## src/rtl/road_scroll_if.sv

```systemverilog
// ---------------------------------------------------------------------------
// road_scroll_if
// Bundles the pixel-position inputs, control inputs and colour/status
// outputs of the lane-marker scroll generator.
//   pix_row     10  current pixel row from the display timing generator
//   pix_col     10  current pixel column from the display timing generator
//   level        2  difficulty level, selects the scroll divider
//   pause        1  freeze scrolling while high
//   road_out    12  registered road/lane colour for the pixel (1 clk latency)
//   scroll_tick  1  one-cycle pulse per scroll step
//   distance    16  saturating count of scroll steps since reset
// master: the side driving pixel position and controls (timing gen / bench)
// slave : the scroll generator itself
// ---------------------------------------------------------------------------
interface road_scroll_if;
    logic [9:0]  pix_row;
    logic [9:0]  pix_col;
    logic [1:0]  level;
    logic        pause;
    logic [11:0] road_out;
    logic        scroll_tick;
    logic [15:0] distance;

    modport master (
        output pix_row, pix_col, level, pause,
        input  road_out, scroll_tick, distance
    );

    modport slave (
        input  pix_row, pix_col, level, pause,
        output road_out, scroll_tick, distance
    );
endinterface

```

## src/rtl/road_scroll_gen.sv

```systemverilog
// ---------------------------------------------------------------------------
// road_scroll_gen
// Lane-marker scroll generator for the racing display. Produces the 12-bit
// colour of the current pixel (asphalt, grass or dashed lane line) and
// scrolls the dashes down the screen at a level-dependent rate.
// Ports:
//   clk    in   system clock
//   reset  in   asynchronous, active-high reset
//   bus    slave modport of road_scroll_if (pixel position, level, pause in;
//          road_out, scroll_tick, distance out)
// ---------------------------------------------------------------------------
module road_scroll_gen #(
    parameter int          CLK_HZ           = 100000000,
    parameter int          TICK_HZ          = 500,
    parameter int          SCREEN_H         = 480,
    parameter int          NUM_LINES        = 2,
    parameter int          LINE_COL0        = 255,
    parameter int          LANE_PITCH       = 128,
    parameter int          LINE_W           = 4,
    parameter int          ROAD_L           = 128,
    parameter int          ROAD_R           = 511,
    parameter int          DASH_PERIOD_LOG2 = 7,
    parameter int          DASH_LEN         = 48,
    parameter int          STEP             = 8,
    parameter int          DIV_L0           = 8,
    parameter int          DIV_L1           = 6,
    parameter int          DIV_L2           = 4,
    parameter int          DIV_L3           = 2,
    parameter logic [11:0] LINE_COLOR       = 12'hFFF,
    parameter logic [11:0] ROAD_COLOR       = 12'h444,
    parameter logic [11:0] GRASS_COLOR      = 12'h0A0
) (
    input  logic clk,
    input  logic reset,
    road_scroll_if.slave bus
);

    localparam int PRESCALE = CLK_HZ / TICK_HZ;
    localparam int PRE_W    = (PRESCALE > 1) ? $clog2(PRESCALE) : 1;
    localparam int OFF_W    = DASH_PERIOD_LOG2;

    logic [PRE_W-1:0] prescaler;
    logic             base_tick;
    logic [15:0]      divider;
    logic [15:0]      divider_next;
    logic [15:0]      div_sel;
    logic             tick_next;
    logic [1:0]       level_q;
    logic             scroll_tick_q;
    logic [OFF_W-1:0] pending_off;
    logic [OFF_W-1:0] disp_off;
    logic [OFF_W-1:0] phase;
    logic [15:0]      distance_q;
    logic             in_line;
    logic             row_blank;
    logic [11:0]      color_next;
    logic [11:0]      road_q;
    int               col_i;

    // Base tick prescaler: free-running, never paused, so the scroll cadence
    // keeps its phase across pause and level changes.
    always_ff @(posedge clk or posedge reset) begin
        if (reset) begin
            prescaler <= '0;
        end else if (base_tick) begin
            prescaler <= '0;
        end else begin
            prescaler <= prescaler + 1'b1;
        end
    end

    assign base_tick = (prescaler == PRE_W'(PRESCALE - 1));

    // Divider ratio for the currently registered level.
    always_comb begin
        div_sel = 16'(DIV_L0);
        case (level_q)
            2'd0:    div_sel = 16'(DIV_L0);
            2'd1:    div_sel = 16'(DIV_L1);
            2'd2:    div_sel = 16'(DIV_L2);
            default: div_sel = 16'(DIV_L3);
        endcase
    end

    // A level change restarts the divider so the new rate begins with a full
    // period; otherwise count unpaused base ticks and emit a step on wrap.
    always_comb begin
        divider_next = divider;
        tick_next    = 1'b0;
        if (bus.level != level_q) begin
            divider_next = '0;
        end else if (base_tick && !bus.pause) begin
            if (divider >= div_sel - 16'd1) begin
                divider_next = '0;
                tick_next    = 1'b1;
            end else begin
                divider_next = divider + 16'd1;
            end
        end
    end

    always_ff @(posedge clk or posedge reset) begin
        if (reset) begin
            divider       <= '0;
            level_q       <= '0;
            scroll_tick_q <= 1'b0;
        end else begin
            divider       <= divider_next;
            level_q       <= bus.level;
            scroll_tick_q <= tick_next;
        end
    end

    // Each scroll step advances the pending offset (wrapping within one dash
    // period) and bumps the saturating odometer.
    always_ff @(posedge clk or posedge reset) begin
        if (reset) begin
            pending_off <= '0;
            distance_q  <= '0;
        end else if (scroll_tick_q) begin
            pending_off <= pending_off + OFF_W'(STEP);
            if (distance_q != 16'hFFFF) begin
                distance_q <= distance_q + 16'd1;
            end
        end
    end

    assign row_blank = (bus.pix_row >= 10'(SCREEN_H));

    // The displayed offset only follows the pending one during vertical
    // blank, so a frame is always drawn with a single offset (no tearing).
    always_ff @(posedge clk or posedge reset) begin
        if (reset) begin
            disp_off <= '0;
        end else if (row_blank) begin
            disp_off <= pending_off;
        end
    end

    // Pixel classification. Subtracting the offset moves dashes toward
    // higher rows as the offset grows; truncation gives the seamless wrap.
    always_comb begin
        col_i      = int'(bus.pix_col);
        phase      = bus.pix_row[OFF_W-1:0] - disp_off;
        in_line    = 1'b0;
        color_next = GRASS_COLOR;
        for (int k = 0; k < NUM_LINES; k++) begin
            if (col_i >= LINE_COL0 + k * LANE_PITCH &&
                col_i <= LINE_COL0 + k * LANE_PITCH + LINE_W - 1) begin
                in_line = 1'b1;
            end
        end
        if (row_blank) begin
            color_next = 12'h000;
        end else if (in_line && (phase < OFF_W'(DASH_LEN))) begin
            color_next = LINE_COLOR;
        end else if (col_i >= ROAD_L && col_i <= ROAD_R) begin
            color_next = ROAD_COLOR;
        end else begin
            color_next = GRASS_COLOR;
        end
    end

    always_ff @(posedge clk or posedge reset) begin
        if (reset) begin
            road_q <= '0;
        end else begin
            road_q <= color_next;
        end
    end

    assign bus.road_out    = road_q;
    assign bus.scroll_tick = scroll_tick_q;
    assign bus.distance    = distance_q;

endmodule

```

## src/flat_wrapper.sv

```systemverilog
// flat-port wrapper written by rule: the top's interface ports become plain ports
module road_scroll_gen_flat 
#(
    parameter int          CLK_HZ           = 100000000,
    parameter int          TICK_HZ          = 500,
    parameter int          SCREEN_H         = 480,
    parameter int          NUM_LINES        = 2,
    parameter int          LINE_COL0        = 255,
    parameter int          LANE_PITCH       = 128,
    parameter int          LINE_W           = 4,
    parameter int          ROAD_L           = 128,
    parameter int          ROAD_R           = 511,
    parameter int          DASH_PERIOD_LOG2 = 7,
    parameter int          DASH_LEN         = 48,
    parameter int          STEP             = 8,
    parameter int          DIV_L0           = 8,
    parameter int          DIV_L1           = 6,
    parameter int          DIV_L2           = 4,
    parameter int          DIV_L3           = 2,
    parameter logic [11:0] LINE_COLOR       = 12'hFFF,
    parameter logic [11:0] ROAD_COLOR       = 12'h444,
    parameter logic [11:0] GRASS_COLOR      = 12'h0A0
)
  (clk, reset, bus_pix_row, bus_pix_col, bus_level, bus_pause, bus_road_out, bus_scroll_tick, bus_distance);
  road_scroll_if bus_i ();
  input  logic clk;
  input  logic reset;
  input wire logic [$bits(bus_i.pix_row)-1:0] bus_pix_row;
  input wire logic [$bits(bus_i.pix_col)-1:0] bus_pix_col;
  input wire logic [$bits(bus_i.level)-1:0] bus_level;
  input wire logic [$bits(bus_i.pause)-1:0] bus_pause;
  output wire logic [$bits(bus_i.road_out)-1:0] bus_road_out;
  output wire logic [$bits(bus_i.scroll_tick)-1:0] bus_scroll_tick;
  output wire logic [$bits(bus_i.distance)-1:0] bus_distance;
  assign bus_i.pix_row = bus_pix_row;
  assign bus_i.pix_col = bus_pix_col;
  assign bus_i.level = bus_level;
  assign bus_i.pause = bus_pause;
  assign bus_road_out = bus_i.road_out;
  assign bus_scroll_tick = bus_i.scroll_tick;
  assign bus_distance = bus_i.distance;
  road_scroll_gen #(.CLK_HZ(CLK_HZ), .TICK_HZ(TICK_HZ), .SCREEN_H(SCREEN_H), .NUM_LINES(NUM_LINES), .LINE_COL0(LINE_COL0), .LANE_PITCH(LANE_PITCH), .LINE_W(LINE_W), .ROAD_L(ROAD_L), .ROAD_R(ROAD_R), .DASH_PERIOD_LOG2(DASH_PERIOD_LOG2), .DASH_LEN(DASH_LEN), .STEP(STEP), .DIV_L0(DIV_L0), .DIV_L1(DIV_L1), .DIV_L2(DIV_L2), .DIV_L3(DIV_L3), .LINE_COLOR(LINE_COLOR), .ROAD_COLOR(ROAD_COLOR), .GRASS_COLOR(GRASS_COLOR)) u_core (.clk(clk), .reset(reset), .bus(bus_i));
endmodule
```

## config.mk

```make
export PLATFORM = sky130hd
export DESIGN_NAME = road_scroll_gen_flat
export DESIGN_NICKNAME = d
export VERILOG_FILES = /design/src/rtl/road_scroll_if.sv /design/src/rtl/road_scroll_gen.sv /design/src/flat_wrapper.sv
export SDC_FILE = /design/constraint.sdc
export NUM_CORES = 1
export LEC_CHECK = 0
export BUFFER_PORTS_ARGS = -buffer_cell sky130_fd_sc_hd__buf_2
export CAP_MARGIN = 20
export CORE_MARGIN = 1
export CORE_UTILIZATION = 60
export DETAILED_ROUTE_END_ITERATION = 6
export HOLD_SLACK_MARGIN = 0.05
export PLACE_DENSITY = 0.84
export SYNTH_ARGS = -nofsm -noshare
export SYNTH_HDL_FRONTEND = slang
export SYNTH_SLANG_ARGS = --single-unit
```

## constraint.sdc

```tcl
create_clock -name clk -period 5.4 [get_ports clk]
set_clock_uncertainty 0.15 [all_clocks]
set_input_delay 1.08 -clock clk [delete_from_list [all_inputs] [get_ports clk]]
set_output_delay 1.08 -clock clk [all_outputs]
set_load 0.02 [all_outputs]
```

# [After elaboration in Yosys (flattened, before gate mapping)]
# Index checks and enable logic that the tools add are counted.
[totals] ff_bits=79 inputBits=25 output_inout_bits=29
[classes] n_mux=13 add_sub_neg=6 n_reduce_logical=9 eq_ne=5 n_lt_le_gt_ge=9
[ops] operator="two-way mux 16 bit" count=3
[ops] operator="adder 16 x 1 -> 16 bit (second input constant)" count=2
[ops] operator="<= comparator 10 x 9 -> 1 bit (second input constant)" count=3
[ops] operator="two-way mux 12 bit" count=2
[ops] operator=">= comparator 10 x 8 -> 1 bit (second input constant)" count=2
[ops] operator=">= comparator 10 x 9 -> 1 bit (second input constant)" count=2
[ops] operator="adder 18 x 1 -> 18 bit (second input constant)" count=1
[ops] operator="== test 18 bit (second input constant)" count=1
[ops] operator="two-way mux 18 bit" count=1
[ops] operator=">= comparator 16 bit" count=1
[ops] operator="!= test 16 bit (second input constant)" count=1
[ops] operator="case mux 4 bit (3 select lines)" count=1
[ops] operator="two-way mux 11 bit" count=1
[ops] operator="adder 7 x 4 -> 7 bit (second input constant)" count=1
[ops] operator="< comparator 7 x 6 -> 1 bit (second input constant)" count=1
[ops] operator="subtractor 7 bit" count=1
[ops] operator="logical AND 1 bit" count=5
[ops] operator="two-way mux 1 bit" count=5
[ops] operator="subtractor 4 x 1 -> 5 bit (second input constant)" count=1
[ops] operator="== test 2 x 1 -> 1 bit (second input constant)" count=1
[ops] operator="== test 2 bit (second input constant)" count=1
[ops] operator="zero test 2 bit" count=1
[ops] operator="!= test 2 bit" count=1
[ops] operator="AND reduction 2 bit" count=1
[ops] operator="2 further kinds" count=2

# [Longest topological paths before layout]
# Gate-level depths: netlist of run 1.
[depth] depth_word=7 ltp_mapped=7 ltp_nobuf=7

# [Least setup slack after synthesis of run 1]
# OpenSTA, ideal clock, no wires.
[synth_timing] path_type="input to register" startpoint="in bus_pix_row[5]" endpoint="reg u_core.road_q[9], in the netlist u_core.bus.road_out[9]" path_stages=6 t_arrival_ns=2.382 n_path_buf=0 setup_slack_ns=2.801 setup_time_ns=0.067 path_cell_list="ha_1 a21o_1 a31oi_1 xnor2_1 a2111oi_0 and2_1"
[synth_between] elab_chain_len=5
[synth_rtl] item="start: declaration" line_no="flat_wrapper.sv:28" rtl="input wire logic [$bits(bus_i.pix_row)-1:0] bus_pix_row;"
[synth_rtl] item="subtractor 7 bit" line_no="road_scroll_gen.sv:144" rtl="phase = bus.pix_row[OFF_W-1:0] - disp_off;"
[synth_rtl] item="< comparator 7 x 6 -> 1 bit" line_no="road_scroll_gen.sv:155" rtl="end else if (in_line && (phase < OFF_W'(DASH_LEN))) begin"
[synth_rtl] item="logical AND 1 bit" line_no="road_scroll_gen.sv:155"
[synth_rtl] item="two-way mux 12 bit" line_no="road_scroll_gen.sv:155"
[synth_rtl] item="two-way mux 12 bit *" line_no="road_scroll_gen.sv:153" rtl="if (row_blank) begin"
[synth_rtl] item="end signal: assignment" line_no="road_scroll_gen.sv:168" rtl="road_q <= color_next;"
[synth_rtl] item="end: declaration" line_no="road_scroll_gen.sv:57" rtl="logic [11:0] road_q;"
# Every way passes the cells marked *; elsewhere a longest branch is shown, timed or not.
# A chain may end at the register's enable or synchronous reset.

# [Worst setup path after layout of run 1]
# Same ends and word-level chain as after synthesis.

==> flow_summary.toml, run 1 <==
[run_status]
status = "finished clean"

[setup_path]
cp_top_family = "compound AO/OA/AOI/OAI gates"
start_kind = "input pin"
worstSetupEndpoint = "u_core.bus.road_out[9]"
path_class = "input pin to flip-flop"
cp_cell_sequence = "buf_2 > ha_1 > a21o_1 > a31oi_1 > xnor2_1 > a2111oi_0 > and2_1"
end_kind = "flip-flop"
reg2reg_from = "u_core.disp_off[5]"
critPathArrivalTime_ns = 2.67
reg2regPathDepth = 7
cpPeakStageDelay_ns = 0.51
reg2reg_to = "u_core.bus.road_out[9]"
crit_fanout = 3
rrSetupSlack_ns = 3.31
crit_start = "bus_pix_row[5]"
critPathRequiredTime_ns = 5.53
worstSetupPathDepth = 7
slowest_stage = "a2111oi_0"
cp_num_buf_inv = 1

[yosys]
netlist_instances = 282
synth_ff_type = "dfrtp_1"
ys_seq_area_share_pct = 51.3
synth_top_family_by_area = "simple AND/OR/NAND/NOR gates"
syn_nets = 317
synthSimpleGateAreaFrac_pct = 23.3
synth_compound_area_share_pct = 6.34
yosys_warnings = 0
synth_cell_types = 49
muxShareOfSynthArea_pct = 2.29
avgSynthCellArea_sq_um = 11.1
yosys.area_share.xor_xnor_pct = 8.99
synth-edff-count = 0
async_reset_ff_share_pct = 100
ys_ff_latch = 64
synthesis.area_sq_um = 3120
synth_fa_ha_area_share_pct = 4.25

[timing]
worst_pin_slew_ns = 0.767
setup_viol = 0
finalHoldViolCount = 0
final_max_slew_viol_count = 0
period_needed_ns = 2.54
timing.final.crit_share_pct = 47.0
timing.fmax_ghz = 0.394
rsz0062_at_grt = "false"
tns_ns = 0
maxSlewHeadroom_pct = 48.8

[grt]
grt_pass1_vias = 2144
antenna_found_initial = 0
use_met2_pct = 37.5
grt_util_met1_pct = 27.6
grt_usage_pct = 22.7
grt_pass1_wl_um = 9230
grt-ovfl-total = 0
grt.busiest_layer = "met2"
met3_usage_pct = 6.78
grt_max_degree = 65

[floorplan]
die_y_um = 74.1
rows = 25
io_pins = 54
fp.dieArea_sq_um = 5490
core_area_sq_um = 4850
die_w_um = 74.1
initial_utilization_pct = 64.3

[route]
drt_iter0_drc = 117
postRouteAntennaNets = 0
route.detailed.drc = 0
wire_per_inst_um = 13.5
drt-pass1-iter-count = 4
vias = 2265
wl_um = 5470
detail_route.vias_per_cell = 5.61

[clocking]
clockBufferDepth = 2
clk_latency_ns = 0.34
clock-sinks = 64
clkTransAtPathRegs_ns = 0.07
post_cts_resized = 0
cts_made_buffers = 9
cts_setup_buffers = 0
cts_root_buf = "clkbuf_8"
ctsHoldBuffers = 0
tritoncts = "yes"
htreeDepth = 3

[hold_path]
timing.hold.worst.class = "flip-flop to flip-flop"

[finish]
n_antenna_cell = 0
nets = 367
drive_gt1_share_pct = 25.5
fillers = 332
final_cells = 404
area_growth_syn_to_layout_pct = 15.3

[placed_design]
numPortBuffers = 50
gp_congestion = 0.785
dp_cells = 388
dp_hpwl_um = 3770

[run]
drv_cap = 0

[power_and_ir_drop]
p_leak_nw = 1.74
vdd_drop_max_mv = 0.192
p_per_area_nw_per_um2 = 272
## power breakdown
group / switching [mW] / leakage [nW] / internal, mW / total [mW]
clock: 0.183 / 0.106 / 0.272 / 0.455
combinational: 0.0256 / 0.763 / 0.0152 / 0.0409
sequential: 0.00184 / 0.872 / 0.482 / 0.484
total: 0.210 / 1.74 / 0.769 / 0.979
## synth_stat cells, types with 2 or more instances
library cell,n,area (sq um)
nand4_1,9,56.3
o21bai_1,2,15.0
nand4b_1,2,17.5
inv_1,5,18.8
and4_1,2,17.5
a31oi_1,5,31.3
nand3b_1,3,22.5
a41oi_1,3,26.3
buf_4,9,67.6
xor2_1,12,105
clkbuf_1,2,7.51
dfrtp_1,64,1600
or2_2,2,12.5
a21oi_1,7,35.0
a2111oi_0,2,17.5
nor4_1,6,37.5
a21o_1,3,22.5
o31ai_1,2,15.0
mux2_2,5,56.3
ha_1,9,113
nor3_1,8,40.0
nor2_1,21,78.8
nor2b_1,2,12.5
nand3_2,2,20.0
o21ai_0,4,20.0
nand2_1,19,71.3
and2_1,11,68.8
xnor2_1,20,175
nand3_1,18,90.1
and3_1,4,25.0
## layer usage
metal / up-vias / routed length [um]
met5: - / 0
met4: 0 / 72
met3: 7 / 272
met2: 61 / 2640
met1: 1095 / 2480
li1: 1102 / -
## registers in the layout (all words and copies together), names as in the netlist
signal                  cells
u_core.disp_off             4
u_core.bus.distance        16
u_core.divider             16
u_core.level_q              2
u_core.bus.scroll_tick      1
u_core.prescaler           18
u_core.pending_off          4
u_core.bus.road_out         3
## cell type report
cell class	instances	area [sq um]	share of cell area [%]
clock buffers	11	141	3.93
clock inverters	5	80.1	2.23
well taps	67	83.8	2.33
flip-flops and latches	64	1600	44.5
inverters	5	18.8	0.522
repair buffers	51	258	7.17
multi-input cells	201	1410	39.3
## kinds of logic after synthesis
group,after synthesis
compound gates,30
xor+xnor,32
flops,64
buf+inv,17
fa+ha+maj,10
other cells,1
simple gates,122
mux,6
## cells in the final DEF, fill, tap and decap left out, types with 4 or more instances in the layout
cell type,Yosys,routed
a21oi_1,7,7
a31oi_1,5,5
and2_1,11,11
and3_1,4,4
buf_2,0,50
clkbuf_8,0,10
dfrtp_1,64,64
ha_1,9,9
inv_1,5,4
mux2_2,5,5
nand2_1,19,19
nand3_1,18,18
nand4_1,9,9
nor2_1,21,21
nor3_1,8,8
nor4_1,6,6
o21ai_0,4,4
xnor2_1,20,20
xor2_1,12,12
## per-stage QoR
step	util, %	hold WS [ns]	cell area (sq um)	power, mW	setup WS (ns)
5_1_grt	74.2	0.357	3600	1.01	2.69
4_1_cts	74.2	0.336	3600	0.989	2.88
2_1_floorplan	-	0.292	3120	0.519	2.57
3_3_place_gp	69.6	0.309	3370	0.534	2.53
3_5_place_dp	69.6	0.325	3370	0.535	2.51
6_report	74.2	0.332	3600	0.979	2.86
## how the worst min path moves through the flow
stage,from,endpoint,slack (ns),depth (start not counted)
2_1_floorplan,u_core.pending_off[6],u_core.pending_off[6],0.29,1
3_3_place_gp,u_core.pending_off[6],u_core.pending_off[6],0.31,1
3_5_place_dp,u_core.pending_off[6],u_core.pending_off[6],0.33,1
4_1_cts,u_core.pending_off[6],u_core.pending_off[6],0.34,1
5_1_grt,u_core.bus.distance[9],u_core.bus.distance[9],0.36,1
6_report,u_core.pending_off[6],u_core.pending_off[6],0.33,1
Note: power is estimated with default switching activity, not from simulation.
==> inputs of run 2 (changes only) <==
--- a/config.mk
+++ b/config.mk
@@ -8,10 +8,10 @@
 export BUFFER_PORTS_ARGS = -buffer_cell sky130_fd_sc_hd__buf_2
 export CAP_MARGIN = 20
 export CORE_MARGIN = 1
-export CORE_UTILIZATION = 60
+export CORE_UTILIZATION = 56
 export DETAILED_ROUTE_END_ITERATION = 6
 export HOLD_SLACK_MARGIN = 0.05
-export PLACE_DENSITY = 0.84
+export PLACE_DENSITY = 0.79
 export SYNTH_ARGS = -nofsm -noshare
 export SYNTH_HDL_FRONTEND = slang
 export SYNTH_SLANG_ARGS = --single-unit
==> constraint.sdc (replaced) <==
create_clock -name clk -period 2.6 [get_ports clk]
set_clock_uncertainty 0.15 [all_clocks]
set_input_delay 0.52 -clock clk [delete_from_list [all_inputs] [get_ports clk]]
set_output_delay 0.52 -clock clk [all_outputs]
set_load 0.02 [all_outputs]
==> run 2 against run 1 <==
Clock power increased by 120%. Largest cell class unchanged. Wire length decreased by 3.5%. Combinational power increased by 110%. Count of clock-buffer cells in the layout decreased by 1. Largest power group unchanged. Final cell count increased by 0.99%. Via count decreased by 2.4%.
==> flow_summary.toml, run 2 (synthesis results as in run 1) <==
[run_status]
status = "finished clean"

[clocking]
cts_root_buf = "clkbuf_8"
ctsHoldBuffers = 0
cts_made_buffers = 9
post_cts_resized = 0
clkTransAtPathRegs_ns = 0.07
clockBufferDepth = 2
clock-sinks = 64
htreeDepth = 3
clk_latency_ns = 0.34
tritoncts = "yes"
cts_setup_buffers = 0

[route]
detail_route.vias_per_cell = 5.42
wire_per_inst_um = 12.9
drt-pass1-iter-count = 4
wl_um = 5280
route.detailed.drc = 0
vias = 2211
drt_iter0_drc = 82
postRouteAntennaNets = 0

[setup_path]
start_kind = "flip-flop"
rrSetupSlack_ns = 0.55
crit_fanout = 9
end_kind = "flip-flop"
critPathArrivalTime_ns = 2.11
reg2regPathDepth = 5
critPathRequiredTime_ns = 2.67
path_class = "flip-flop to flip-flop"
reg2reg_from = "u_core.prescaler[12]"
reg2reg_to = "u_core.prescaler[11]"

[finish]
largest_register = "u_core.prescaler"
final_common_cell = "dfrtp_1"
largest_register_ffs = 18
mostFrequentLayoutCells = "dfrtp_1 (64), buf_2 (50), nor2_1 (21), xnor2_1 (20), nand2_1 (19)"
n_antenna_cell = 0
nets = 368
drive_gt1_share_pct = 25.7
area_growth_syn_to_layout_pct = 16.5

[run]
drv_cap = 0

[floorplan]
fp.dieArea_sq_um = 5870
io_pins = 54
die_w_um = 76.6
die_y_um = 76.6
rows = 26
initial_utilization_pct = 59.6
core_area_sq_um = 5240

[grt]
grt_max_degree = 38
grt_pass1_wl_um = 9140
grt_usage_pct = 20.3
grt-ovfl-total = 0
grt_pass1_vias = 2097
antenna_found_initial = 0

[timing]
final_max_slew_viol_count = 0
whs_ns = 0.0911
maxSlewHeadroom_pct = 59.9
setup_viol = 0
timing.fmax_ghz = 0.489
finalHoldViolCount = 0
rsz0062_at_grt = "false"
period_needed_ns = 2.05
tns_ns = 0
timing.final.crit_share_pct = 78.7
worst_pin_slew_ns = 0.601

[placed_design]
gp_congestion = 0.796
dp_hpwl_um = 3730
numPortBuffers = 50

[power_and_ir_drop]
vdd_drop_max_mv = 0.429
p_total_mw = 2.10
p_leak_nw = 1.76
p_per_area_nw_per_um2 = 579

[hold_path]
timing.hold.worst.class = "input pin to asynchronous set/reset pin"
-- run 2: per-stage QoR --
step                      cell area [sq um]  setup WS, ns  util (%)  cells
after floorplan                        3120         0.332         -    282
after global placement                 3400         0.294      64.9    392
after detailed placement               3400         0.292      64.9    392
after CTS                              3630         0.532      69.4    408
after global routing                   3630         0.320      69.4    408
final                                  3630         0.555      69.4    408
-- run 2: area by class of cell --
class,count,area [sq um]
Timing Repair Buffer,52,278
Fill cell,384,1600
Clock inverter,6,108
Sequential cell,64,1600
Clock buffer,10,128
Inverter,5,18.8
Tap cell,70,87.6
Multi-Input combinational cell,201,1410
-- run 2: power breakdown --
group	switching [mW]	internal [mW]
registers	0.00415	1.00
clock network	0.378	0.633
logic	0.0538	0.0336
total	0.436	1.67
-- run 2: worst max-delay path, cell delays in order, from the launching register on --
cell and delay [ns]:
dfrtp_1 0.42, nor4_1 0.37, nand3_2 0.19, nor2_1 0.50
or2_2 0.21, a31oi_1 0.08
-- run 2: worst max-delay path by stage --
stage	slack [ns]	depth (start not counted)	from	endpoint
5_1_grt	0.32	5	u_core.prescaler[12]	u_core.prescaler[11]
4_1_cts	0.53	5	u_core.prescaler[12]	u_core.prescaler[11]
3_3_place_gp	0.29	7	bus_pix_row[5]	u_core.bus.road_out[9]
3_5_place_dp	0.29	7	bus_pix_row[5]	u_core.bus.road_out[9]
6_report	0.55	5	u_core.prescaler[12]	u_core.prescaler[11]
2_1_floorplan	0.33	1	reset	u_core.bus.distance[0]
-- run 2: layer usage --
layer	wire, um	GRT usage, %	part of all wire, %
met1	2430	25.4	46
met2	2490	31.8	47
met3	233	5.39	4.4
met4	120	11.7	2.3
met5	0	0	0
